### config.mk
export PLATFORM = sky130hd
export DESIGN_NAME = dff_rr_write_sched_flat
export DESIGN_NICKNAME = d
export VERILOG_FILES = /design/src/rtl/dff_rr_write_sched_pkg.sv /design/src/rtl/dff_rr_write_sched_if.sv /design/src/rtl/dff_rr_write_sched_rr_pick.sv /design/src/rtl/dff_rr_write_sched.sv /design/src/flat_wrapper.sv
export SDC_FILE = /design/constraint.sdc
export NUM_CORES = 1
export LEC_CHECK = 0
export ABC_CLOCK_PERIOD_IN_PS = 2800
export CORE_AREA = 2 2 63 65
export CTS_CLUSTER_SIZE = 24
export DETAILED_ROUTE_END_ITERATION = 6
export DIE_AREA = 0 0 65 67
export PLACE_DENSITY = 0.77
export SLEW_MARGIN = 20
export SYNTH_ARGS = -nofsm -noshare
export SYNTH_HDL_FRONTEND = slang
export SYNTH_SLANG_ARGS = --single-unit
### constraint.sdc
create_clock -name clk -period 2.8 [get_ports clk]
set_clock_uncertainty 0.15 [all_clocks]
set_input_delay 0.28 -clock clk [delete_from_list [all_inputs] [get_ports clk]]
set_output_delay 0.28 -clock clk [all_outputs]
set_load 0.01 [all_outputs]
### src/rtl/dff_rr_write_sched_pkg.sv
// Shared types and helpers for the round-robin write scheduler in front of the shared D register.
package dff_rr_write_sched_pkg;

  localparam int unsigned MAX_REQ = 32;

  typedef enum logic {
    IDLE = 1'b0,
    HOLD = 1'b1
  } sched_state_e;

  // One-hot of a requester index; callers truncate to their own N_REQ.
  function automatic logic [MAX_REQ-1:0] onehot(input int unsigned idx);
    return MAX_REQ'(1) << idx;
  endfunction

endpackage

### src/rtl/dff_rr_write_sched_if.sv
// Requester-side bus of the write scheduler: request/data in, grant and register state out.
interface dff_rr_write_sched_if #(
  parameter int N_REQ = 4,
  parameter int WIDTH = 8
) ();
  localparam int PW = (N_REQ > 1) ? $clog2(N_REQ) : 1;

  logic [N_REQ-1:0]            req;
  logic [N_REQ-1:0][WIDTH-1:0] data;
  logic [N_REQ-1:0]            gnt;
  logic [WIDTH-1:0]            q;
  logic                        q_valid;
  logic [PW-1:0]               q_owner;
  logic                        busy;

  modport master (
    output req, data,
    input  gnt, q, q_valid, q_owner, busy
  );

  modport slave (
    input  req, data,
    output gnt, q, q_valid, q_owner, busy
  );
endinterface

### src/rtl/dff_rr_write_sched_rr_pick.sv
// Combinational round-robin pick: first set bit of (req & ~mask) scanning from ptr upward, modulo N_REQ.
module dff_rr_write_sched_rr_pick #(
  parameter int N_REQ = 4,
  localparam int PW   = (N_REQ > 1) ? $clog2(N_REQ) : 1
) (
  input  logic [N_REQ-1:0] req,
  input  logic [PW-1:0]    ptr,
  input  logic [N_REQ-1:0] mask,
  output logic             any,
  output logic [PW-1:0]    idx
);
  logic [N_REQ-1:0]   eff;
  logic [2*N_REQ-1:0] dbl;
  logic [N_REQ-1:0]   rot;
  logic [PW:0]        pos;
  logic [PW:0]        sum;

  assign eff = req & ~mask;
  assign any = |eff;

  // Rotate so that requester ptr sits at bit 0, then the lowest set bit is the winner.
  always_comb begin
    dbl = {eff, eff} >> ptr;
    rot = dbl[N_REQ-1:0];
    pos = '0;
    for (int k = N_REQ - 1; k >= 0; k--) begin
      if (rot[k]) pos = (PW+1)'(k);
    end
    sum = {1'b0, ptr} + pos;
    // Explicit wrap: N_REQ need not be a power of two.
    if (sum >= (PW+1)'(N_REQ)) sum = sum - (PW+1)'(N_REQ);
    idx = sum[PW-1:0];
  end
endmodule

### src/rtl/dff_rr_write_sched.sv
// Round-robin scheduler that is the only writer of a shared WIDTH-bit register; each load is held for HOLD_CYCLES.
module dff_rr_write_sched
  import dff_rr_write_sched_pkg::*;
#(
  parameter int N_REQ       = 4,
  parameter int WIDTH       = 8,
  parameter int HOLD_CYCLES = 2
) (
  input  logic                clk,
  input  logic                rst,
  dff_rr_write_sched_if.slave bus
);
  localparam int PW = (N_REQ > 1) ? $clog2(N_REQ) : 1;
  localparam int CW = $clog2(HOLD_CYCLES + 1);

  sched_state_e     state, state_d;
  logic [PW-1:0]    ptr, ptr_d;
  logic [CW-1:0]    hold_cnt, cnt_d;
  logic [N_REQ-1:0] gnt_r, gnt_d;
  logic [WIDTH-1:0] q_r;
  logic             qv_r;
  logic [PW-1:0]    own_r;
  logic             load;
  logic             pick_any;
  logic [PW-1:0]    pick_idx;

  // Masking with the live grant keeps a just-served requester out of a back-to-back pick.
  dff_rr_write_sched_rr_pick #(.N_REQ(N_REQ)) u_pick (
    .req  (bus.req),
    .ptr  (ptr),
    .mask (gnt_r),
    .any  (pick_any),
    .idx  (pick_idx)
  );

  always_comb begin
    state_d = state;
    ptr_d   = ptr;
    cnt_d   = hold_cnt;
    load    = 1'b0;
    gnt_d   = '0;
    case (state)
      IDLE: begin
        if (pick_any) begin
          load    = 1'b1;
          gnt_d   = N_REQ'(onehot(32'(pick_idx)));
          ptr_d   = (pick_idx == PW'(N_REQ - 1)) ? '0 : pick_idx + PW'(1);
          cnt_d   = CW'(HOLD_CYCLES - 1);
          state_d = (HOLD_CYCLES > 1) ? HOLD : IDLE;
        end
      end
      HOLD: begin
        cnt_d = hold_cnt - CW'(1);
        if (cnt_d == '0) state_d = IDLE;
      end
      default: state_d = IDLE;
    endcase
  end

  always_ff @(posedge clk or negedge rst) begin
    if (!rst) begin
      state    <= IDLE;
      ptr      <= '0;
      hold_cnt <= '0;
      gnt_r    <= '0;
      q_r      <= '0;
      qv_r     <= 1'b0;
      own_r    <= '0;
    end else begin
      state    <= state_d;
      ptr      <= ptr_d;
      hold_cnt <= cnt_d;
      gnt_r    <= gnt_d;
      if (load) begin
        q_r   <= bus.data[pick_idx];
        own_r <= pick_idx;
        qv_r  <= 1'b1;
      end
    end
  end

  assign bus.gnt     = gnt_r;
  assign bus.q       = q_r;
  assign bus.q_valid = qv_r;
  assign bus.q_owner = own_r;
  assign bus.busy    = (state == HOLD);
endmodule

### src/flat_wrapper.sv
// flat-port wrapper written by rule: the top's interface ports become plain ports
module dff_rr_write_sched_flat import dff_rr_write_sched_pkg::*;
#(
  parameter int N_REQ       = 4,
  parameter int WIDTH       = 8,
  parameter int HOLD_CYCLES = 2
)
  (clk, rst, bus_req, bus_data, bus_gnt, bus_q, bus_q_valid, bus_q_owner, bus_busy);
  dff_rr_write_sched_if #(.N_REQ(N_REQ), .WIDTH(WIDTH)) bus_i ();
  input  logic clk;
  input  logic rst;
  input wire logic [$bits(bus_i.req)-1:0] bus_req;
  input wire logic [$bits(bus_i.data)-1:0] bus_data;
  output wire logic [$bits(bus_i.gnt)-1:0] bus_gnt;
  output wire logic [$bits(bus_i.q)-1:0] bus_q;
  output wire logic [$bits(bus_i.q_valid)-1:0] bus_q_valid;
  output wire logic [$bits(bus_i.q_owner)-1:0] bus_q_owner;
  output wire logic [$bits(bus_i.busy)-1:0] bus_busy;
  assign bus_i.req = bus_req;
  assign bus_i.data = bus_data;
  assign bus_gnt = bus_i.gnt;
  assign bus_q = bus_i.q;
  assign bus_q_valid = bus_i.q_valid;
  assign bus_q_owner = bus_i.q_owner;
  assign bus_busy = bus_i.busy;
  dff_rr_write_sched #(.N_REQ(N_REQ), .WIDTH(WIDTH), .HOLD_CYCLES(HOLD_CYCLES)) u_core (.clk(clk), .rst(rst), .bus(bus_i));
endmodule
; Word level (Yosys, flattened, before mapping)
; Cells that the tools add are included.
; Widths: inputs -> output; s select.
[word_totals]
wordCells = 39
ff_bits = 20
out_inout_bits = 16
inputBits = 38
[classes]
n_eq_ne = 2
reduce_logical = 3
shift = 2
muxes = 16
bitwise = 3
magnitude_cmp = 2
addsub = 4
[op_table]
columns = op, n
row1 = $bmux 8 s2, 1
row2 = $mux 3, 3
row3 = $mux 2, 4
row4 = $mux 4, 2
row5 = $mux 8, 1
row6 = $shr 8x2->4, 1
row7 = $and 4x4->4, 1
row8 = $not 4->4, 1
row9 = $pmux 2 s2, 1
row10 = $reduce_or 4->1, 1
row11 = $shl 1x2->4 const A, 1
row12 = $sub 2x1->2 const B, 2
row13 = $add 2x3->3, 1
row14 = $ge 3x3->1 const B, 1
row15 = $lt 2x3->1 const B, 1
row16 = $mux 1, 3
row17 = $add 2x1->2 const B, 1
row18 = $eq 2x2->1 const B, 1
row19 = $logic_not 2->1, 1
row20 = $ne 2x1->1 const B, 1
row21 = $pmux 1 s2, 1
row22 = $reduce_and 2->1, 1
row23 = $not 1->1, 1

; Logic depth before layout (Yosys ltp)
; Gate-level depths: netlist of run 1.
[logic_depth]
word_depth = 13
mapped_depth = 15
ltp_nobuf = 12

; Modules after synthesis
; Synthesis of run 1 repeated with hierarchy kept, for this count alone.
[unflattened]
hier_cells = 88
area_unflattened_um2 = 1216.2
[by_module_without_submodules]
columns = mod, seq_area_each_um2, n_inst, area_each_um2, cells_each
row1 = dff_rr_write_sched, 500.5, 1, 1021.0, 65
row2 = dff_rr_write_sched_rr_pick, 0.0, 1, 195.2, 23

; Worst setup path after synthesis of run 1
; OpenSTA, ideal clock, no wires.
[synth_timing]
path_type = register to register
start = register u_core.ptr[0]
end = register u_core.q_r[6] (netlist: u_core.bus.q[6])
setup_ns = 0.148
setup_slack_ns = -0.232
required_ns = 2.502
n_path_buf = 3
period_less_slack_ns = 3.032
stages_incl_launch_ff = 12
arrival_ns = 2.733
path_cell_list = dfrtp_1 -> buf_6 -> or3b_4 -> a21boi_0 -> a32o_1 -> ha_1 -> clkbuf_1 -> buf_2 -> mux2i_1 -> nor2_1 -> o311ai_0 -> o311ai_2
[synth_between]
elab_chain_len = 10
elab_cells_between_ends = 11
classes_between = 2 x add/sub / 1 x order compare / 1 x shift / 7 x mux
[synth_rtl]
columns = element, line_no
row1 = from (decl), dff_rr_write_sched.sv:17  ; logic [PW-1:0] ptr, ptr_d;
row2 = from (signal assigned), dff_rr_write_sched.sv:71  ; ptr <= ptr_d;
row3 = $shr 8x2->4, dff_rr_write_sched_rr_pick.sv:23  ; dbl = {eff, eff} >> ptr;
row4 = $mux 2, dff_rr_write_sched_rr_pick.sv:27  ; if (rot[k]) pos = (PW+1)'(k);
row5 = $mux 3 (3 in a row), dff_rr_write_sched_rr_pick.sv:27
row6 = $add 2x3->3 *, dff_rr_write_sched_rr_pick.sv:29  ; sum = {1'b0, ptr} + pos;
row7 = $ge 3x3->1 / $sub 2x1->2 (equally long branches), dff_rr_write_sched_rr_pick.sv:31  ; if (sum >= (PW+1)'(N_REQ)) sum = sum - (PW+1)'(N_REQ);
row8 = $mux 2 *, dff_rr_write_sched_rr_pick.sv:31
row9 = $bmux 8 s2 *, dff_rr_write_sched.sv:75  ; q_r <= bus.data[pick_idx];
row10 = $mux 8 (implied by the code) *, dff_rr_write_sched.sv:75
row11 = to (signal assigned), dff_rr_write_sched.sv:75
row12 = to (decl), dff_rr_write_sched.sv:20  ; logic [WIDTH-1:0] q_r;
; Mark *: on every way between the ends. The rest lies on a longest branch, timed or not. The select of a mux whose other input is x is not followed.
; A chain may end at the register's enable or synchronous reset.

; Worst setup path after layout of run 1
[layout_timing]
start = input bus_req[0]
end = register u_core.q_r[1] (netlist: u_core.bus.q[1])
[layout_between]
elab_chain_len = 11
elab_cells_between_ends = 15
classes_between = 2 x add/sub / 1 x order compare / 1 x shift / 9 x mux / 1 x bitwise / 1 x reduce/logical
[layout_rtl]
columns = element, line_no
row1 = from (decl), flat_wrapper.sv:12  ; input wire logic [$bits(bus_i.req)-1:0] bus_req;
row2 = $and 4x4->4 *, dff_rr_write_sched_rr_pick.sv:18  ; assign eff = req & ~mask;
row3 = $shr 8x2->4, dff_rr_write_sched_rr_pick.sv:23
row4 = $mux 2, dff_rr_write_sched_rr_pick.sv:27
row5 = $mux 3 (3 in a row), dff_rr_write_sched_rr_pick.sv:27
row6 = $add 2x3->3, dff_rr_write_sched_rr_pick.sv:29
row7 = $ge 3x3->1 / $sub 2x1->2 (equally long branches), dff_rr_write_sched_rr_pick.sv:31
row8 = $mux 2, dff_rr_write_sched_rr_pick.sv:31
row9 = $bmux 8 s2, dff_rr_write_sched.sv:75
row10 = $mux 8 (implied by the code), dff_rr_write_sched.sv:75
; Marks and branches as above.

==> impl_results.md, run 1 <==
* Synth Warn # at 0
* RSZ-0062 raised after global routing: yes
* Library cells used by synthesis at between 40 and 50
* Die W at about 65 um
* Slew headroom at a little under two fifths
* Worst reg-to-reg path cell count at 9
* Die Height at around 67 um
* Synthesized cell area at around 1400 um2
* Power per cell area at about 1300 nW/um2
* Drt pass-1 iters at 4
* Hold buffer count at cts at 0
* Lkg Pwr at around 0.95 nW
* GRT Total Usage at 19.5%
* Worst r2r src: u_core.ptr[0]$_DFFE_PN0P_
* Max IR drop VDD at 0.665 mV
* Min-Delay Startpoint: u_core.bus.q_valid$_DFFE_PN0P_
* Hold path cells at 1
* Global-route wire length before repair at ~6400 um
* Routed length on met3 at 157 um
* HP Class: reg -> reg
* Post-DR wirelength/cell at between 15 and 20 um
* Vias/cell at between 5 and 6
* CP startpoint kind: input pin
* Max_cap viols at 0
* Root Driver: clkbuf_8
* CP startpoint: bus_req[0]
* Vias at 1356
* Reg2reg end: u_core.bus.q[1]$_DFFE_PN0P_
* # diodes at 0
* Buffers on Ports at between 50 and 60
* Worst-path clk slew at around 80 ps
* Starting DRT DRC Count at between 100 and 150
* Async set-reset flop share out of synthesis at 100%
* Nets at between 200 and 250
* Syn_nets at 176
* Clk_lat worst skew at 260 ps
* CTS tree: yes
* WS Path Type: in -> reg
* Met2 WL at approximately 2200 um
* CTS Buf Count at 3
* WP data required at approximately 2800 ps
* Slew Limit Fails at 0
* Starting Density at 39.1%
* Final core occ at 61.9%
* Final setup fails at 0
* DR top layer: met4
* H-tree Lvls at 1
* Final min period at ~2600 ps
* Slew @ Worst Pin at 924 ps
* Number of flops mapped to enable cells by yosys at 0
* Initial antenna violation count at 0
* Register area share after synthesis at roughly 35%
* Part of the cycle the worst path needs at between 90% and 100%
* Synth Flop Type: dfrtp_1
* Hpwl dp at 3090 um
* Row count at 22
* Wl on met1 at around 1600 um
* Routed wire length at about 4000 um
* Core Region at ~3600 um2
* P&R area growth vs syn at 58.2%
* Status: completed
* IO Count at 54
* Sink Count at 20
* Fin. Hold Viols at 0
* Critical path peak fanout at 5
* Yosys reg bits at 20
* WP data arrival at 2600 ps
* Max Root-Sink Buffers at 2
* TNS Setup at 0 ps
* RD Place Congestion at between 0.8 and 0.9
* Share of layout cells above drive strength 1 at between 20% and 30%
* Number of global-route vias before repair at around 1.5k
* GRT overflow at 0
* Syn Area/Cell at ~11 um2
* Max frequency at ~380 MHz
* Hold endpoint: u_core.bus.q_valid$_DFFE_PN0P_
* Crit end category: flip-flop
* Cell count after synthesis at between 100 and 150
* Die ar. at 4360 um2
* Drt drc at 0
* Final ANT Viol Nets at 0
* Largest net degree at the start of global routing at 21
* R2r setup slk at about 200 ps
[logic make-up (layout without fill, tap and decap cells)]
kind of cell               after synthesis  after routing  share of synthesized area (%)
DFF                                     20             20                           35.5
and+or+nand+nor                         47             47                           18.9
AOI/OAI and AO/OA                       33             33                           25.2
buffers and inverters                   13             84                           4.79
muxes                                   17             17                           12.1
adders and majority gates                4              4                           3.55
[worst max-delay path, cell delays in order]
cell             delay [ps]
clkdlybuf4s50_1         450
nor2b_1                 160
mux2_2                  270
o21ai_1                 100
o21ai_0                  80
a32o_2                  260
ha_4                    310
buf_4                   130
mux2i_1                 200
nor2_1                   60
o311ai_0                120
o311ai_1                170
[layout make-up]
cell class	instances	area [um2]
multi-input cells	101	868
fillers	310	1370
flip-flops and latches	20	502
clock buffers	3	41.3
well taps	48	60.1
repair buffers	76	716
inverters	4	15.0
clock inverters	1	30.0
[synthesized netlist by cell type (3+ instances only)]
cell type / number / share of area, %
a21oi_1: 3 / 1.1
nor2b_1: 4 / 1.8
inv_1: 3 / 0.80
o311ai_2: 5 / 5.8
nor2_1: 9 / 2.4
dfrtp_1: 20 / 35
mux2i_1: 16 / 11
ha_1: 4 / 3.5
o311ai_0: 9 / 5.6
buf_2: 3 / 1.1
nand2_1: 16 / 4.3
clkbuf_1: 4 / 1.1
o21ai_0: 4 / 1.4
nor3_1: 3 / 1.1
[worst max-delay path by stage]
stage | endpoint | depth (start not counted)
detailed placement | u_core.bus.q[1]$_DFFE_PN0P_ | 12
global placement | u_core.bus.q[3]$_DFFE_PN0P_ | 12
global route | u_core.bus.q[0]$_DFFE_PN0P_ | 12
floorplan | u_core.bus.q[6]$_DFFE_PN0P_ | 11
finish | u_core.bus.q[1]$_DFFE_PN0P_ | 12
CTS | u_core.bus.q[1]$_DFFE_PN0P_ | 12
[cell usage in the layout (no fill, tap or decap), drive strengths merged, types with 3 or more instances in the layout]
master	n
dfrtp	20
a21oi	4
inv	4
o311ai	16
nand2	16
buf	23
clkbuf	3
nor3	4
nor2b	4
and3	3
nor2	10
mux2i	16
clkdlybuf4s50	53
ha	4
o21ai	4
[timing repair]
| action | in CTS | in global routing |
|---|---|---|
| setup buffers | 0 | 0 |
| endpoints found under the setup margin | 2 | 10 |
| pin swaps | 0 | 2 |
| gates resized for setup | 3 | 6 |
[power breakdown]
group	internal (mW)	switching [mW]	total, mW
clock	0.191	0.102	0.293
combinational	1.07	0.924	1.99
sequential	0.419	0.108	0.527
total	1.68	1.13	2.81
[registers in the layout, indices dropped and copies added (netlist names)]
name and flops:
u_core.bus.busy 1, u_core.hold_cnt 2, u_core.bus.q 8, u_core.bus.q_owner 2, u_core.bus.q_valid 1, u_core.ptr 2
u_core.bus.gnt 4
[metrics by stage]
stage | power, mW | setup WS (ps) | cell area [um2] | std cells | hold slack (ps)
finish | 2.81 | 171 | 2230 | 253 | 328
global route | 3.01 | -0.317 | 2230 | 253 | 366
CTS | 2.79 | 86.3 | 2230 | 253 | 332
detailed placement | 2.44 | -287 | 2150 | 249 | 311
global placement | 2.36 | -141 | 2150 | 249 | 309
floorplan | 1.70 | 8.72 | 1420 | 134 | -166
[per-layer routing]
metal	global-route usage (%)	vias up
li1	-	647
met1	22.2	668
met2	37.0	37
met3	1.69	4
met4	8.24	0
met5	0	-
(Power assumes the default switching activity.)
==> inputs of run 2 (changes only) <==
CORE_AREA = 2 2 68 57   (was 2 2 63 65)
DIE_AREA = 0 0 70 59   (was 0 0 65 67)
PLACE_DENSITY = 0.72   (was 0.77)
SYNTH_HIERARCHICAL = 1   (was not set)
==> impl_results.md, run 2 <==
* Status: completed
* Core Region at 3380 um2
* Overall power at around 2.3 mW
* Fin. Hold Viols at 0
* Crit end category: flip-flop
* Min-Delay Startpoint: u_core/bus.q_valid$_DFFE_PN0P_
* Wl on met1 at between 1000 and 1500 um
* Number of global-route vias before repair at 1012
* Crit path buf inv count at 1
* Routed wire length at between 2000 and 3000 um
* Drt drc at 0
* Cell count after synthesis at 88
* Part of the cycle the worst path needs at between 90% and 100%
* Max IR drop VDD at 0.686 mV
* HP Class: reg -> reg
* Worst-path clk slew at ~70 ps
* Nets at ~200
* Number of flops mapped to enable cells by yosys at 0
* Starting DRT DRC Count at 28
* WS Path Type: reg -> reg
* DR top layer: met4
* CP startpoint: u_core/bus.gnt[3]$_DFF_PN0_
* WP data required at approximately 2800 ps
* RD Place Congestion at between 0.8 and 0.9
* Top delay family on crit path: multiplexers
* Final ANT Viol Nets at 0
* Slew headroom at about two fifths
* TNS Setup at 0 ps
* Final Instance Area at 1920 um2
* WP data arrival at approximately 2700 ps
* Slew Limit Fails at 0
* Worst hold margin at ~320 ps
* GRT Total Usage at 14.9%
* Root Driver: clkbuf_8
* Crit path top cell by count: mux2_4
* Async set-reset flop share out of synthesis at 100%
* Placed cell area at 1850 um2
* Library cells used by synthesis at 37
* Commonest non-fill, non-tap cell in the layout: clkdlybuf4s50_1
* Drt pass-1 iters at 4
* Final min period at around 2700 ps
* Max_cap viols at 0
* Post-DR wirelength/cell at roughly 15 um
* Top cells by area, synth: dfrtp_1, mux4_2, mux2_4, ha_1, mux2_2
* P&R area growth vs syn at 57.6%
* Slew @ Worst Pin at 897 ps
* GRT overflow at 0
* Register area share after synthesis at roughly two fifths
* Vias at between 900 and 1k
* Most frequent cells in the layout: clkdlybuf4s50_1, dfrtp_1, buf_4, mux2_4, mux4_2
* Critical path peak fanout at 6
* Max Root-Sink Buffers at 2
* CTS Buf Count at 3
* Lkg Pwr at approximately 0.84 nW
* Synthesized cell area at 1220 um2
* Routed length on met3 at 185 um
* Largest net degree at the start of global routing at 21
* Die Height at about 59 um
* H-tree Lvls at 1
* Power per cell area at roughly 1200 nW/um2
* Die W at roughly 70 um
* Slowest stage delay, CP at roughly 500 ps
* Yosys reg bits at 20
* Starting Density at ~36%
* Top post-synthesis cells by count: dfrtp_1, mux2_4, mux4_2, ha_1, mux2_2
* Top cell type's share of synthesized area at ~40%
* Synth Warn # at 6
* Sink Count at 20
* Vias/cell at 4.85
* IO Count at 54
* Buffers on Ports at 53
* Row count at 19
* Max frequency at about 370 MHz
* # diodes at 0
* Post-synth top area cell: dfrtp_1
* Initial antenna violation count at 0
* Final setup fails at 0
* Share of layout cells above drive strength 1 at roughly 29%
* Worst r2r src: u_core/bus.gnt[3]$_DFF_PN0_
* Met2 WL at 1530 um
* Syn_nets at 132
* Die ar. at just over 4000 um2
* CP startpoint kind: flip-flop
* Hpwl dp at 2320 um
* CTS tree: yes
* R2r setup slk at ~100 ps
* Worst path cell trace: or2b_1 > mux2_4 > a22oi_2 > o21ai_1 > ha_1 > buf_6 > mux4_2 > mux2_4
* Syn Area/Cell at 13.8 um2
* Clk_lat worst skew at approximately 260 ps
* Max reg flops at 8
* Synth Flop Type: dfrtp_1
* Global-route wire length before repair at between 4000 and 5000 um
* Most common cell in the synthesized netlist: dfrtp_1
* Critical-path top delay cell: mux4_2
[run 2: cell types whose count changed in the layout (fill, tap and decap cells not counted), moves of 4 or more]
cell | previous run | this run
nor2_1 | 9 | 1
nor2b_1 | 4 | 0
mux2_4 | 0 | 8
mux4_2 | 0 | 7
o311ai_1 | 6 | 0
nand2_1 | 16 | 2
buf_4 | 22 | 10
o311ai_0 | 4 | 0
o311ai_2 | 5 | 0
mux2i_1 | 16 | 1
mux2_2 | 1 | 5
and2_1 | 0 | 4
[run 2: report_power, final]
part	total (mW)	internal [mW]	switching, mW
Sequential	0.516	0.425	0.0916
Clock	0.188	0.0958	0.0918
Combinational	1.60	0.993	0.603
Total	2.30	1.51	0.786
[run 2: cells by family after synthesis]
group                    Yosys count  synth area share [%]
AND/OR/NAND/NOR                   19                  10.9
adder cells (fa/ha/maj)            7                  7.10
buffers and inverters             10                  4.73
XOR/XNOR                           1                 0.720
flip-flops                        20                  41.2
AO/OA/AOI/OAI                      9                  5.25
multiplexers                      22                  30.1
[run 2: path summary, 6_finish.rpt]
kind	to	cells after the start
setup / recovery	u_core/bus.q[3]$_DFFE_PN0P_	8
hold / removal	u_core/bus.q_valid$_DFFE_PN0P_	1
setup reg to reg	u_core/bus.q[3]$_DFFE_PN0P_	8
hold reg to reg	u_core/bus.q_valid$_DFFE_PN0P_	1
max in group asynchronous	u_core/ptr[0]$_DFFE_PN0P_	1
min in group asynchronous	u_core/bus.q[1]$_DFFE_PN0P_	1
[run 2: layer usage]
metal	GRT usage (%)	vias to the layer above
met5	0	-
met2	26.5	34
met4	1.92	0
li1	-	450
met1	18.0	449
met3	5.61	3
[run 2: layout make-up]
cell class | count | area [um2]
inverters | 5 | 18.8
well taps | 42 | 52.6
flip-flops and latches | 20 | 502
clock buffers | 3 | 41.3
fillers | 283 | 1460
repair buffers | 65 | 627
multi-input cells | 58 | 676
[run 2: repair_timing]
| action | CTS | global route |
|---|---|---|
| pin swaps | 3 | 1 |
| gates resized for setup | 5 | 3 |
| hold buffers | 0 | 0 |
| endpoints found under the setup margin | 7 | 8 |
| buffers inserted | 0 | 1 |
[run 2: worst reg2reg max path: stages, from the launching register on]
cell	delay, ps
dfrtp_1	410
or2b_1	240
mux2_4	270
a22oi_2	110
o21ai_1	100
ha_1	360
buf_6	160
mux4_2	510
mux2_4	270
[run 2: metrics by stage]
stage / util (%) / worst slack [ps] / instances
after floorplan: - / 23.5 / 88
after global placement: 54.7 / -234 / 189
after detailed placement: 54.7 / -318 / 189
after CTS: 56.3 / 27.2 / 192
after global routing: 56.8 / -4.80 / 193
final: 56.8 / 105 / 193
==> inputs of run 3 (changes only) <==
PLACE_DENSITY = not set   (was 0.72)
PLACE_DENSITY_LB_ADDON = 0.3   (was not set)
==> impl_results.md, run 3 (synthesis results as in run 2) <==
* Vias/cell at just under 5
* Status: completed
* Root Driver: clkbuf_8
* Buffers on Ports at 53
* CP startpoint kind: input pin
* Most frequent cells in the layout: clkdlybuf4s50_1, dfrtp_1, buf_4, mux2_4, mux4_2
* Psw at approximately 0.76 mW
* Worst-path clk slew at roughly 60 ps
* IO Count at 54
* Max Root-Sink Buffers at 2
* Global-route wire length before repair at between 4000 and 5000 um
* Post-DR wirelength/cell at 14.9 um
* Power per cell area at between 1000 and 1500 nW/um2
* Slew headroom at around two fifths
* CTS Buf Count at 3
* Clock share of power at about 8%
* Slew Limit Fails at 0
* Placed cell area at 1850 um2
* P&R area growth vs syn at 58.3%
* Post-CTS Setup Repair Bufs at 0
* Final min period at around 2700 ps
* Final setup fails at 0
* Starting DRT DRC Count at 12
* Die W at around 70 um
* Row count at 19
* Drt pass-1 iters at 4
* Hpwl dp at around 2300 um
* Routed wire length at ~2800 um
* Starting Density at 36.0%
* Hold buffer count at cts at 0
* Drt drc at 0
* FF+latch area at between 500 and 600 um2
* Nets at around 200
* Logic pwr share at a little over two thirds
* Critical path peak fanout at 7
* CTS tree: yes
* Max frequency at roughly 370 MHz
* Worst slack, placed at -292 ps
* H-tree Lvls at 1
* Commonest non-fill, non-tap cell in the layout: clkdlybuf4s50_1
* Sink Count at 20
* Lkg Pwr at roughly 0.84 nW
* Initial antenna violation count at 0
* RSZ-0062 raised after global routing: no
* Worst hold margin at roughly 330 ps
* Crit end category: flip-flop
* Share of layout cells above drive strength 1 at between 20% and 30%
* Vias at 920
* Final Instance Area at 1930 um2
* Multi-input logic area at 693 um2
* Overall power at about 2.3 mW
* RD Place Congestion at about 0.74
* # diodes at 0
* Max_cap viols at 0
* WS Path Type: in -> reg
* WP data required at between 2000 and 3000 ps
* GRT Total Usage at around 14%
* WP data arrival at around 2700 ps
* Switch share at between 30% and 40%
* Clk_lat worst skew at about 250 ps
* Fin. Hold Viols at 0
* Die ar. at just over 4000 um2
* Final ANT Viol Nets at 0
* Largest net degree at the start of global routing at 21
* Max reg flops at 8
* Pint at roughly 1.5 mW
* Sequential fraction of design power at around 23%
* Part of the cycle the worst path needs at between 90% and 100%
* Number of global-route vias before repair at 1018
* Core Region at 3380 um2
* GRT overflow at 0
* Fill count at around 280
* HP Class: reg -> reg
* Max IR drop VDD at 0.588 mV
* Slew @ Worst Pin at between 800 and 900 ps
* Worst setup margin at between 100 and 150 ps
* Die Height at 59 um
[run 3: timing repair]
action,CTS,global route
resized for setup,2,6
endpoints found under the setup margin,7,9
pin swaps,2,1
endpoints found under the hold margin,0,0
[run 3: power by group through the flow]
stage | logic, mW | clock network, mW | registers, mW
floorplan | 0.998 | 0 | 0.541
global placement | 1.51 | 0 | 0.511
detailed placement | 1.56 | 0 | 0.519
CTS | 1.57 | 0.186 | 0.516
global route | 1.75 | 0.200 | 0.538
finish | 1.60 | 0.179 | 0.518
[run 3: final timing paths]
check                                               start                             end  slack [ps]  cells past startpoint
max in group asynchronous                             rst       u_core/ptr[0]$_DFFE_PN0P_        1530                      1
max                                            bus_req[3]     u_core/bus.q[6]$_DFFE_PN0P_         110                      9
min reg2reg                u_core/bus.q_valid$_DFFE_PN0P_  u_core/bus.q_valid$_DFFE_PN0P_         330                      1
min in group asynchronous                             rst       u_core/bus.busy$_DFF_PN0_         380                      1
min                        u_core/bus.q_valid$_DFFE_PN0P_  u_core/bus.q_valid$_DFFE_PN0P_         330                      1
max reg2reg                     u_core/ptr[0]$_DFFE_PN0P_     u_core/bus.q[6]$_DFFE_PN0P_         160                      9
[run 3: worst max-delay path, stage by stage]
cell and delay [ps]:
clkdlybuf4s50_1 470, or2b_1 240, mux2_4 280, a22oi_2 130, o21ai_2 80, ha_4 300
buf_12 130, mux4_2 490, mux2_4 270
[run 3: per-layer routing]
metal / vias to the layer above / GRT usage, % / part of all wire [%]
met3: 2 / 3.91 / 3.5
met1: 453 / 16.8 / 40
li1: 446 / - / -
met4: 0 / 3.85 / 1.3
met5: - / 0 / 0
met2: 19 / 26.1 / 55
[run 3: final cells by class]
type	count	area share, %
multi-input cells	58	36.0
repair buffers	63	32.1
flip-flops and latches	20	26.1
clock buffers	3	2.14
well taps	42	2.73
inverters	5	0.975
[run 3: per-stage QoR]
stage | util, % | instances | TNS (ps)
after floorplan | - | 88 | 0
after global placement | 54.8 | 188 | -2080
after detailed placement | 54.8 | 188 | -2420
after CTS | 56.3 | 191 | 0
after global routing | 57.0 | 191 | 0
final | 57.0 | 191 | 0
